**config.mk**
```make
export PLATFORM = sky130hd
export DESIGN_NAME = decode_stage
export DESIGN_NICKNAME = d
export VERILOG_FILES = /design/src/rtl/decode_stage.sv
export SDC_FILE = /design/constraint.sdc
export NUM_CORES = 1
export LEC_CHECK = 0
export ABC_AREA = 1
export BUFFER_PORTS_ARGS = -buffer_cell sky130_fd_sc_hd__buf_2
export CORE_ASPECT_RATIO = 1.25
export CORE_MARGIN = 2
export CORE_UTILIZATION = 30
export CTS_CLUSTER_DIAMETER = 80
export DETAILED_ROUTE_END_ITERATION = 8
export PLACE_DENSITY = 0.45
export SLEW_MARGIN = 15
export SYNTH_ARGS = -nofsm -noshare
export SYNTH_HDL_FRONTEND = slang
export SYNTH_SLANG_ARGS = --single-unit
```
**constraint.sdc**
```tcl
create_clock -name clk -period 2.7 [get_ports clk]
set_input_delay 0.405 -clock clk [delete_from_list [all_inputs] [get_ports clk]]
set_output_delay 0.405 -clock clk [all_outputs]
set_load 0.02 [all_outputs]
```
**src/rtl/decode_stage.sv**
```systemverilog
// Decode stage: register file, source operand selection with forwarding
// and writeback bypass, load-use hazard detection, and the registered
// decode outputs that feed the execute stage's ALU.
module decode_stage (
  input  logic        clk,
  input  logic        reset,
  input  logic        instr_valid,
  input  logic [15:0] instr,
  input  logic        flush,
  input  logic        fwd_en,
  input  logic [2:0]  fwd_reg,
  input  logic [15:0] fwd_data,
  input  logic        ex_is_load,
  input  logic        wb_en,
  input  logic [2:0]  wb_reg,
  input  logic [15:0] wb_data,
  output logic        stall,
  output logic [2:0]  op,
  output logic [3:0]  alu_op,
  output logic [15:0] s_1,
  output logic [15:0] s_2,
  output logic [2:0]  rd,
  output logic [15:0] store_data,
  output logic        bubble
);

  localparam logic [2:0] OP_RRR    = 3'b000;
  localparam logic [2:0] OP_ADDI   = 3'b001;
  localparam logic [2:0] OP_ILLEGAL = 3'b010;
  localparam logic [2:0] OP_LUI    = 3'b011;
  localparam logic [2:0] OP_SW     = 3'b100;
  localparam logic [2:0] OP_LW     = 3'b101;
  localparam logic [2:0] OP_BRANCH = 3'b110;
  localparam logic [2:0] OP_JALR   = 3'b111;

  logic [15:0] regs [8];

  logic [2:0]  dec_op;
  logic [2:0]  f_ra;
  logic [2:0]  f_rb;
  logic [2:0]  f_rc;
  logic [3:0]  f_alu;
  logic [15:0] sext7;
  logic [15:0] lui_val;

  assign dec_op  = instr[15:13];
  assign f_ra    = instr[12:10];
  assign f_rb    = instr[9:7];
  assign f_alu   = instr[6:3];
  assign f_rc    = instr[2:0];
  assign sext7   = {{9{instr[6]}}, instr[6:0]};
  assign lui_val = {instr[9:0], 6'b0};

  // Operand source selection: execute-stage forward beats the writeback
  // bypass, which beats the array. R0 is hard-wired to zero. A load in
  // execute has no data yet, so it is never forwarded.
  function automatic logic [15:0] pick_src(
    input logic [2:0]  idx,
    input logic [15:0] arr,
    input logic        f_en,
    input logic [2:0]  f_reg,
    input logic [15:0] f_data,
    input logic        f_load,
    input logic        w_en,
    input logic [2:0]  w_reg,
    input logic [15:0] w_data
  );
    if (idx == 3'd0)
      return 16'h0000;
    else if (f_en && (f_reg == idx) && !f_load)
      return f_data;
    else if (w_en && (w_reg == idx))
      return w_data;
    else
      return arr;
  endfunction

  logic [15:0] val_a;
  logic [15:0] val_b;
  logic [15:0] val_c;

  assign val_a = pick_src(f_ra, regs[f_ra], fwd_en, fwd_reg, fwd_data, ex_is_load, wb_en, wb_reg, wb_data);
  assign val_b = pick_src(f_rb, regs[f_rb], fwd_en, fwd_reg, fwd_data, ex_is_load, wb_en, wb_reg, wb_data);
  assign val_c = pick_src(f_rc, regs[f_rc], fwd_en, fwd_reg, fwd_data, ex_is_load, wb_en, wb_reg, wb_data);

  // Register file write port; reset clears everything and outranks wb.
  always_ff @(posedge clk) begin
    if (reset) begin
      for (int i = 0; i < 8; i++) regs[i] <= 16'h0000;
    end else if (wb_en && (wb_reg != 3'd0)) begin
      regs[wb_reg] <= wb_data;
    end
  end

  logic use_a;
  logic use_b;
  logic use_c;

  // Which register fields the current opcode actually reads.
  always_comb begin
    use_a = 1'b0;
    use_b = 1'b0;
    use_c = 1'b0;
    case (dec_op)
      OP_RRR:                   begin use_b = 1'b1; use_c = 1'b1; end
      OP_ADDI, OP_LW, OP_JALR:  use_b = 1'b1;
      OP_SW, OP_BRANCH:         begin use_a = 1'b1; use_b = 1'b1; end
      default:                  ;
    endcase
  end

  logic hazard;

  assign hazard = ex_is_load && fwd_en && (fwd_reg != 3'd0) &&
                  ((use_a && (f_ra == fwd_reg)) ||
                   (use_b && (f_rb == fwd_reg)) ||
                   (use_c && (f_rc == fwd_reg)));

  // A flush squashes the instruction anyway, so it suppresses the stall.
  assign stall = !reset && instr_valid && !flush && hazard;

  logic        nxt_bubble;
  logic [2:0]  nxt_op;
  logic [3:0]  nxt_alu;
  logic [15:0] nxt_s1;
  logic [15:0] nxt_s2;
  logic [2:0]  nxt_rd;
  logic [15:0] nxt_sd;

  // Decode mapping; anything not issued becomes an all-zero bubble.
  always_comb begin
    nxt_bubble = 1'b1;
    nxt_op     = 3'd0;
    nxt_alu    = 4'd0;
    nxt_s1     = 16'h0000;
    nxt_s2     = 16'h0000;
    nxt_rd     = 3'd0;
    nxt_sd     = 16'h0000;
    if (instr_valid && !stall && !flush && (dec_op != OP_ILLEGAL)) begin
      nxt_bubble = 1'b0;
      nxt_op     = dec_op;
      case (dec_op)
        OP_RRR: begin
          nxt_s1  = val_b;
          nxt_s2  = val_c;
          nxt_alu = f_alu;
          nxt_rd  = f_ra;
        end
        OP_ADDI, OP_LW: begin
          nxt_s1 = val_b;
          nxt_s2 = sext7;
          nxt_rd = f_ra;
        end
        OP_LUI: begin
          nxt_s1 = lui_val;
          nxt_rd = f_ra;
        end
        OP_SW: begin
          nxt_s1 = val_b;
          nxt_s2 = sext7;
          nxt_sd = val_a;
        end
        OP_BRANCH: begin
          nxt_s1 = val_a;
          nxt_s2 = val_b;
        end
        OP_JALR: begin
          nxt_s1 = val_b;
          nxt_rd = f_ra;
        end
        default: ;
      endcase
    end
  end

  // Pipeline register between decode and execute.
  always_ff @(posedge clk) begin
    if (reset) begin
      bubble     <= 1'b1;
      op         <= 3'd0;
      alu_op     <= 4'd0;
      s_1        <= 16'h0000;
      s_2        <= 16'h0000;
      rd         <= 3'd0;
      store_data <= 16'h0000;
    end else begin
      bubble     <= nxt_bubble;
      op         <= nxt_op;
      alu_op     <= nxt_alu;
      s_1        <= nxt_s1;
      s_2        <= nxt_s2;
      rd         <= nxt_rd;
      store_data <= nxt_sd;
    end
  end

endmodule

```
* Word-level counts from Yosys, hierarchy flattened
Memory sizes are Yosys's and may differ from the RTL's.
Index checks and enable logic that the tools add are counted.
** Operators by class
- Add/sub/neg operators :: 0
- $mul :: 0
- Div/mod/pow operators :: 0
- Order comparisons :: 0
- Eq/ne operators :: 16
- Shift-type cells :: 0
- Multiplexer cells :: 23
- Bitwise operators :: 4
- Reduce and logical (&&, ||, !) cells :: 44
** Operator list (count)
- $mux W16 :: 10
- $pmux W16 S3 :: 2
- $eq A3 B3 Y1 :: 9
- $logic_and A1 B1 Y1 :: 22
- $reduce_or A16 Y1 :: 1
- $eq A3 B3 Y1 const B :: 4
- $logic_not A3 Y1 :: 4
- $reduce_or A3 Y1 :: 4
- $mux W1 :: 10
- $reduce_or A5 Y1 :: 2
- $reduce_bool A3 Y1 :: 2
- $reduce_or A6 Y1 :: 1
- $logic_not A1 Y1 :: 4
- $not A1 Y1 :: 4
- $reduce_or A2 Y1 :: 2
- $eq A3 B1 Y1 const B :: 1
- $eq A3 B2 Y1 const B :: 1
- $mux W3 :: 1
- $ne A3 B2 Y1 const B :: 1
- $logic_or A1 B1 Y1 :: 2
** Word-level totals
- Bits in registers :: 59
- Bits in latches :: 0
- Memory bits (writable) :: 128
- ROM bits :: 0
- Input port bits :: 61
- Output and inout port bits :: 60
- Logic and storage cells :: 95
- Memories :: 1
** Memory list
- regs :: depth 8, width 16, rd ports 3, clocked after Yosys merged registers in 0, wr ports 8, RTL line 36 : logic [15:0] regs [8];

* Longest topological paths before layout
Gate-level depths: netlist of run 1.
- Depth in word-level cells :: 14
- Gate-level depth with buffers :: 14
- Gate-level depth less buffers :: 12

* Worst setup path before layout of run 1
Ideal clock, no wire load.
- Kind :: input-to-reg
- From :: in reset
- To :: mem regs[3][0], enable pin
- Setup time :: 0.365 ns
- Arrival :: 1.579 ns
- Data required time :: 2.335 ns
- Path slack :: 0.757 ns
- Stages :: 6
- Buffers on the path :: 1
- Cells stage by stage :: clkinv_1 nand3_1 nor2_1 nand2_1 clkbuf_1 nand2_1
** RTL lines
- from (decl) :: RTL line 6 : input logic reset,
- to (decl) :: RTL line 36

* Final worst setup path of run 1
- From :: in instr[1]
- To :: out stall
** Between the ends
- Longest elaborated chain between the ends :: 5
** Ends and longest elaborated chain
- from (decl) :: RTL line 8 : input logic [15:0] instr,
- $eq A3 B3 Y1 :: RTL line 117 : (use_c && (f_rc == fwd_reg)));
- $logic_and A1 B1 Y1 :: RTL line 117
- $logic_or A1 B1 Y1 :: RTL line 116 : (use_b && (f_rb == fwd_reg)) ||
- $logic_and A1 B1 Y1 :: RTL line 114 : assign hazard = ex_is_load && fwd_en && (fwd_reg != 3'd0) &&
- $logic_and A1 B1 Y1 :: RTL line 120 : assign stall = !reset && instr_valid && !flush && hazard;
- to (decl) :: RTL line 17 : output logic stall,
Every way passes these cells.

==> results.txt, run 1 <==
outcome - completed
initial antenna violation count - 0
CTS tree - done
latest clock arrival within the worst-skew pair - 0.46 ns
pin count of the biggest net entering global routing - 66
clock-pin slew on the worst setup and hold paths - 0.08 ns
Clock Path Buffers - 2
Vias - 13000
Num Clock Sinks - 187
Final Cell Area - 14300 um2
Worst Tran Pin Value - 0.816 ns
Slew headroom - 0.456
most common cell in the netlist - nand2_1
PortBufs - 120
drt wl/cell - 19.6 um
Worst Setup Path Type - primary input to output port
Die W - 186 um
Yosys reg bits - 187
ANT cells - 0
Worst Hold Class - primary input to flop
RSZ-0062 raised after global routing - false
post-CTS setup buffer count - 0
startpoint types - primary input
first drt pass iteration count - 7
Worst VDD drop - 0.000323 V
final WL - 50300 um
Synth Warn # - 0
initial core utilization - 0.303
GP Congestion - 0.880
Resized Gates After CTS - 0
final setup TNS - 0 ns
CTS buffer count - 17
top_reg_cell synth - edfxtp_1
sequential area share after synthesis - 0.405
# DRC - 0
Avg Inst Size Synth - 6.55 um2
Worst EP arrival - 1.91 ns
DP HPWL - 36000 um
Commonest cells post-synth - nand2_1, nand3_1, nor2_1
# nets final - 2058
Synth-to-Final Area Change - 15.5%
ys async rst share - 0
Final Util - 0.350
Power Total - 7480 uW
top cells by area, synth - edfxtp_1, nand2_1, nand3_1
max cap viols - 0
crit path capture type - output port
CORE AREA - 40900 um2
Critical Path Fanout Max - 22
final setup violating endpoints - 0
Mapped Area - 12400 um2
final hold slack - 0.186 ns
vias per inst - 5.06
Slew Viols, Final - 0
clock root buffer - clkbuf_16
final worst clock skew - 0.00968 ns
Yosys top cell by area - edfxtp_1
Final Hold Vio Count - 0
share of cells above drive strength 1 - 0.136
vias in the first global route - 12200
Die Y - 231 um
post-route ant nets - 0
Fmax - 0.431 GHz
FP Rows - 83
Syn Inst Count - 1892
Post-CTS Hold Buffers - 0
final period utilization - 0.859
die area - 43000 um2
fin crit period - 2.32 ns
Post-synth EDFFs - 128
placed cell area - 13700 um2
Pleak - 0.00704 uW
required time of the critical path - 2.30 ns
power density cells - 522 nW/um2
post-synth top area share - 0.310
post-synthesis cell type count - 33
first-pass GRT wire length - 76000 um
Congestion Overflow GR - 0
Iter 0 DRT Violations - 1105
num ports - 121
H-tree levels - 4
GRT Total Usage - 0.236
-- cell usage in the layout (no fill, tap or decap), drive strengths merged --
master and count:
nand3b 2, o211ai 2, inv 159, nor3 6, nor2 222, clkinv 8
buf 186, nand4 39, nand3 383, conb 16, dfxtp 59, o21ai 21
xnor2 2, a21oi 9, edfxtp 128, clkbuf 17, clkinvlp 2, nand2 748
bufinv 1
-- metal layers --
layer | share of wire | track usage
met1 | 0.44 | 0.315
met2 | 0.47 | 0.388
met3 | 0.062 | 0.0327
met4 | 0.029 | 0.0869
met5 | 0 | 0
-- sequential cells by signal, indices dropped and copies added (netlist names) --
register and count:
s_2 16, s_1 16, alu_op 4, regs 128, rd 3, store_data 16, op 3, bubble 1
-- path summary, 6_finish.rpt --
check,startpoint,end,slack (ns),depth (start not counted)
worst max-delay path,instr[1],stall,0.38,11
worst min-delay path,instr[6],alu_op[3]$_SDFF_PP0_,0.19,3
worst max register to register,regs[7][10]$_SDFFCE_PN0P_,s_2[10]$_SDFF_PP0_,1.23,10
worst min register to register,regs[3][14]$_SDFFCE_PN0P_,store_data[14]$_SDFF_PP0_,0.91,8
-- critical path: stages --
cell and delay [ns]:
buf_2 0.21, inv_2 0.07, buf_4 0.24, nand2_1 0.10, nand2_1 0.08, a21oi_4 0.28
nand3_2 0.11, nand3_2 0.11, nand2_4 0.09, inv_1 0.07, buf_2 0.15
-- per-stage QoR --
step	std cells	setup slack [ns]
2_1_floorplan	1907	0.757
3_3_place_gp	2530	0.412
3_5_place_dp	2530	0.388
4_1_cts	2562	0.381
5_1_grt	2562	0.273
6_report	2562	0.380
-- report_power, final --
| part | internal [uW] | leakage, uW | switching (uW) |
|---|---|---|---|
| Sequential | 3210 | 0.00171 | 112 |
| Clock | 1310 | 0.000280 | 1300 |
| Combinational | 453 | 0.00506 | 1100 |
| Total | 4970 | 0.00704 | 2510 |
-- kinds of logic after synthesis --
family          after synthesis  synth area share
other cells                   1          0.000303
xor+xnor                      2           0.00202
simple gates               1400             0.486
buf+inv                     270            0.0924
compound gates               32            0.0142
flops                       187             0.405
-- final cells by class --
cell class	count	area [um2]
fill	4467	26600
multi-input combinational	1450	6280
sequential	187	5020
timing repair buffer	186	1150
tap	552	691
inverter	155	587
clock buffer	17	425
clock inverter	15	163
(Power assumes the default switching activity.)
==> run 2, diff against run 1 <==
- RECOVER_POWER: not set -> 100
- clock period: 2.7 -> 2.37 ns (I/O delays scaled with it)
==> run 2 against run 1 <==
Net effect: sequential cell count is the same; register-to-register slack lost 0.34 ns; wire length is essentially flat; clock skew grew 0.0023 ns; final cell count grew 0.35%; via count shrank 1.5%; sequential power grew 15%; worst setup slack lost 0.13 ns; critical path depth shrank 1; design area shrank 0.51%; clock power grew 15%; utilization shrank 0.18 points; largest power group unchanged.
==> results.txt, run 2 (synthesized netlist as in run 1, its figures left out) <==
outcome - completed
clock-pin slew on the worst setup and hold paths - 0.08 ns (about the same)
clock root buffer - clkbuf_16
Critical Path End - stall
required time of the critical path - 2.01 ns (-0.29 ns)
register with the most flip-flops - regs
vias in the first global route - 12300 (+0.87%)
Congestion Overflow GR - 0 (unchanged)
Worst Setup Path Type - primary input to output port
crit path launch - instr[11]
Resized Gates After CTS - 0 (unchanged)
latest clock arrival within the worst-skew pair - 0.46 ns (about the same)
RSZ-0062 raised after global routing - false
Iter 0 DRT Violations - 1238 (+12%)
Fmax - 0.471 GHz
FP Rows - 83 (unchanged)
Worst VDD drop - 0.000448 V (+39%)
Clock Path Buffers - 2 (unchanged)
Min-Delay Startpoint - instr[6]
multi-input logic area - 6240 um2 (-0.62%)
final WL - 50300 um (about the same)
num ports - 121 (unchanged)
CTS tree - done
drt wl/cell - 19.6 um (-0.39%)
share of cells above drive strength 1 - 0.0981 (-0.0378)
max cap viols - 0 (unchanged)
startpoint types - primary input
post-CTS setup buffer count - 0 (unchanged)
number of cells after detailed placement - 2539 (+0.36%)
Worst Tran Pin Value - 1.39 ns (+0.570 ns)
Slew headroom - 0.0760 (-0.380)
H-tree levels - 4 (unchanged)
Worst Hold Class - primary input to flop
Post-CTS Hold Buffers - 0 (unchanged)
power density cells - 599 nW/um2 (+15%)
Num Clock Sinks - 187 (unchanged)
vias per inst - 4.96 (-1.9%)
post-route ant nets - 0 (unchanged)
Die W - 186 um (unchanged)
GRT Total Usage - 0.238 (+0.00174)
# DRC - 0 (unchanged)
initial core utilization - 0.303 (unchanged)
# nets final - 2067 (+0.44%)
reg2reg path depth - 8 (-2)
most common cell after layout, fill and taps aside - nand2_1
CORE AREA - 40900 um2 (unchanged)
Die Y - 231 um (unchanged)
Final Hold Vio Count - 0 (unchanged)
PortBufs - 120 (unchanged)
DP HPWL - 37300 um (+3.6%)
pin count of the biggest net entering global routing - 65 (-1.5%)
initial antenna violation count - 0 (unchanged)
ANT cells - 0 (unchanged)
first-pass GRT wire length - 76300 um (+0.32%)
Register Area - 5020 um2 (unchanged)
placed cell area - 13800 um2 (+0.86%)
Worst EP arrival - 1.77 ns (-0.14 ns)
Synth-to-Final Area Change - 15.0%
crit path capture type - output port
worst reg2reg endpoint - s_1[5]$_SDFF_PP0_
Slew Viols, Final - 0 (unchanged)
GP Congestion - 0.891 (+1.3%)
Critical Path Fanout Max - 13 (-41%)
first drt pass iteration count - 6 (-1)
filler instances - 4612 (+3.2%)
R2R setup slack - 0.89 ns (-0.34 ns)
Non-Filler Instances - 2571 (+0.35%)
die area - 43000 um2 (unchanged)
final worst clock skew - 0.0120 ns (+0.00228 ns)
CTS buffer count - 17 (unchanged)
Pleak - 0.00681 uW (-3.2%)
RR Startpoint - regs[2][5]$_SDFFCE_PN0P_
Vias - 12800 (-1.5%)
Final Cell Area - 14200 um2 (-0.51%)
max reg flops - 128 (unchanged)
commonest non-fill, non-tap cells in the layout - nand2_1, nand3_1, nor2_1, inv_1, edfxtp_1
final setup TNS - 0 ns (unchanged)
final period utilization - 0.895
fin crit period - 2.12 ns
final setup violating endpoints - 0 (unchanged)
-- run 2: changes by cell type in the layout (fill, tap and decap cells not counted), moves of 6 or more --
cell	delta
clkbuf_1	+70
buf_2	-61
inv_2	-10
buf_4	-8
inv_1	+8
clkbuf_2	+6
-- run 2: stage by stage --
| step | power [uW] | setup WS, ns | utilization | hold slack (ns) |
|---|---|---|---|---|
| global placement | 5630 | 0.302 | 0.338 | 0.621 |
| finish | 8540 | 0.249 | 0.348 | 0.140 |
| detailed placement | 5620 | 0.291 | 0.338 | 0.619 |
| floorplan | 4930 | 0.476 | - | 0.468 |
| global route | 8950 | 0.114 | 0.348 | 0.141 |
| CTS | 8640 | 0.331 | 0.353 | 0.121 |
-- run 2: layout make-up --
type	instances	area share
Timing Repair Buffer	195	0.0776
Tap cell	552	0.0485
Clock inverter	15	0.0119
Clock buffer	17	0.0299
Multi-Input combinational cell	1450	0.438
Inverter	155	0.0412
Sequential cell	187	0.353
-- run 2: layer usage --
layer  part of all wire  vias to the layer above  global-route usage
met2               0.45                      528               0.378
met4              0.028                        0              0.0896
li1                   -                     6279                   -
met1               0.45                     5887               0.324
met5                  0                        -                   0
met3              0.067                       68              0.0379
-- run 2: how the worst min path moves through the flow --
stage / end / slack (ns) / cells after the start
floorplan: alu_op[0]$_SDFF_PP0_ / 0.47 / 2
global placement: alu_op[3]$_SDFF_PP0_ / 0.62 / 3
detailed placement: alu_op[3]$_SDFF_PP0_ / 0.62 / 3
CTS: alu_op[3]$_SDFF_PP0_ / 0.12 / 3
global route: alu_op[3]$_SDFF_PP0_ / 0.14 / 3
finish: alu_op[3]$_SDFF_PP0_ / 0.14 / 3
-- run 2: where the power goes --
part           switching (uW)  internal, uW  leakage, uW
logic                    1220           512      0.00482
registers                 164          3660      0.00171
clock network            1570          1430     0.000289
-- run 2: worst max-delay path, stage by stage --
cell	delay (ns)
buf_2	0.33
inv_1	0.15
nand2_1	0.09
nand2_1	0.05
nor2_1	0.19
nand3_1	0.11
nand3_1	0.16
nand2_4	0.09
inv_1	0.06
buf_2	0.15
==> run 3, diff against run 2 <==
==> constraint.sdc (replaced) <==
create_clock -name clk -period 2.37 [get_ports clk]
set_input_delay 0.1185 -clock clk [delete_from_list [all_inputs] [get_ports clk]]
set_output_delay 0.1185 -clock clk [all_outputs]
set_load 0.02 [all_outputs]
==> run 3 against run 2 <==
Net effect: the run now ends with max-capacitance violations, max-slew violations left; combinational power about the same; utilization fell by 0.13 points; clock skew up 0.0022 ns; sequential share of layout area increased by 0.14 points; wire length up 1.1%; via count is 1.1% higher; non-clock buffer count stayed put; largest cell class unchanged; highest routed layer unchanged.
==> results.txt, run 3 (synthesized netlist as in run 1, its figures left out) <==
Slew Viols, Final - 16 (+16)
initial antenna violation count - 0 (unchanged)
final WL - 50800 um (+1.1%)
pin count of the biggest net entering global routing - 52 (-20%)
final worst clock skew - 0.0142 ns (+0.00224 ns)
Slew headroom - -0.00153 (-0.0776)
most common cell after layout, fill and taps aside - nand2_1
RSZ-0062 raised after global routing - false
required time of the critical path - 2.43 ns (+0.42 ns)
number of cells after detailed placement - 2533 (-0.24%)
GP Congestion - 0.862 (-3.3%)
max cap viols - 1 (+1)
R2R setup slack - 0.88 ns (about the same)
outcome - finished with violations
commonest non-fill, non-tap cells in the layout - nand2_1, nand3_1, nor2_1, inv_1, edfxtp_1
latest clock arrival within the worst-skew pair - 0.46 ns (about the same)
Worst Tran Pin Value - 1.50 ns (+0.116 ns)
die area - 43000 um2 (unchanged)
post-CTS setup buffer count - 0 (unchanged)
Post-CTS Hold Buffers - 6 (+6)
Pleak - 0.00675 uW (-0.96%)
CTS tree - done
drt wl/cell - 19.8 um (+1.1%)
CTS buffer count - 17 (unchanged)
share of cells above drive strength 1 - 0.0921 (-0.00594)
Vias - 12900 (+1.1%)
Synth-to-Final Area Change - 14.5%
Final Hold Vio Count - 0 (unchanged)
Final Cell Area - 14200 um2 (-0.39%)
placed cell area - 13800 um2 (-0.51%)
GRT Total Usage - 0.240 (+0.00202)
Worst Setup Path Type - primary input to flop
initial core utilization - 0.303 (unchanged)
# nets final - 2067 (unchanged)
vias per inst - 5.02 (+1.1%)
Clock Path Buffers - 2 (unchanged)
ANT cells - 0 (unchanged)
clock root buffer - clkbuf_16
PortBufs - 120 (unchanged)
Die Y - 231 um (unchanged)
final setup violating endpoints - 0 (unchanged)
Fmax - 0.482 GHz (+2.3%)
DP HPWL - 36400 um (-2.4%)
startpoint types - primary input
Congestion Overflow GR - 0 (unchanged)
Worst Hold Class - primary input to flop
power density cells - 597 nW/um2 (-0.37%)
Num Clock Sinks - 187 (unchanged)
post-route ant nets - 0 (unchanged)
# DRC - 0 (unchanged)
vias in the first global route - 12200 (-1.3%)
FP Rows - 83 (unchanged)
crit path capture type - flop
CORE AREA - 40900 um2 (unchanged)
final setup TNS - 0 ns (unchanged)
clock-pin slew on the worst setup and hold paths - 0.08 ns (about the same)
Worst VDD drop - 0.000371 V (-17%)
Iter 0 DRT Violations - 1306 (+5.5%)
Critical Path Fanout Max - 16 (+3)
H-tree levels - 4 (unchanged)
first drt pass iteration count - 5 (-1)
fin crit period - 2.07 ns (-0.0476 ns)
Resized Gates After CTS - 0 (unchanged)
first-pass GRT wire length - 76800 um (+0.65%)
violated checks - max-capacitance violations, max-slew violations
register with the most flip-flops - regs
max reg flops - 128 (unchanged)
final period utilization - 0.875 (-0.0201)
Non-Filler Instances - 2571 (unchanged)
Final Util - 0.347 (-0.00134)
filler instances - 4541 (-1.5%)
Worst EP arrival - 2.13 ns (+0.36 ns)
num ports - 121 (unchanged)
Die W - 186 um (unchanged)
## run 3: path summary, 6_finish.rpt
kind | end | start | depth (start not counted)
setup / recovery | regs[1][6]$_SDFFCE_PN0P_ | wb_reg[2] | 8
hold / removal | op[1]$_SDFF_PP0_ | instr[14] | 3
setup reg to reg | s_2[1]$_SDFF_PP0_ | regs[7][1]$_SDFFCE_PN0P_ | 10
hold reg to reg | store_data[14]$_SDFF_PP0_ | regs[1][14]$_SDFFCE_PN0P_ | 8
## run 3: through the flow
step	power (uW)	setup WS, ns	hold slack (ns)
finish	8470	0.297	0.0219
floorplan	4930	0.713	0.231
CTS	8570	0.419	0.00896
detailed placement	5620	0.404	0.382
global route	8880	0.165	0.0459
global placement	5620	0.406	0.378
## run 3: power by group
group / leakage [uW] / total (uW) / internal, uW / switching [uW]
Sequential: 0.00171 / 3790 / 3660 / 134
Combinational: 0.00477 / 1760 / 508 / 1250
Clock: 0.000270 / 2930 / 1480 / 1450
Total: 0.00675 / 8470 / 5650 / 2830
## run 3: metal layers
layer | vias to the layer above | track usage | share of wire
met5 | - | 0 | 0
met4 | 0 | 0.0920 | 0.029
met3 | 74 | 0.0259 | 0.062
met2 | 540 | 0.395 | 0.47
met1 | 6001 | 0.322 | 0.44
li1 | 6289 | - | -
## run 3: cell type report
cell class | count | area, um2 | share of cell area
clock buffers | 19 | 433 | 0.0305
clock inverters | 13 | 135 | 0.00952
inverters | 155 | 587 | 0.0413
multi-input cells | 1450 | 6220 | 0.439
flip-flops and latches | 187 | 5020 | 0.354
well taps | 552 | 691 | 0.0487
repair buffers | 195 | 1100 | 0.0774
## run 3: critical path, stage by stage
cell and delay (ns):
clkbuf_1 0.33, nor2_1 0.11, nand2_1 0.07, nand3_1 0.08
nor2_1 0.30, nand2_1 0.11, nand2_1 0.07, clkbuf_1 0.92
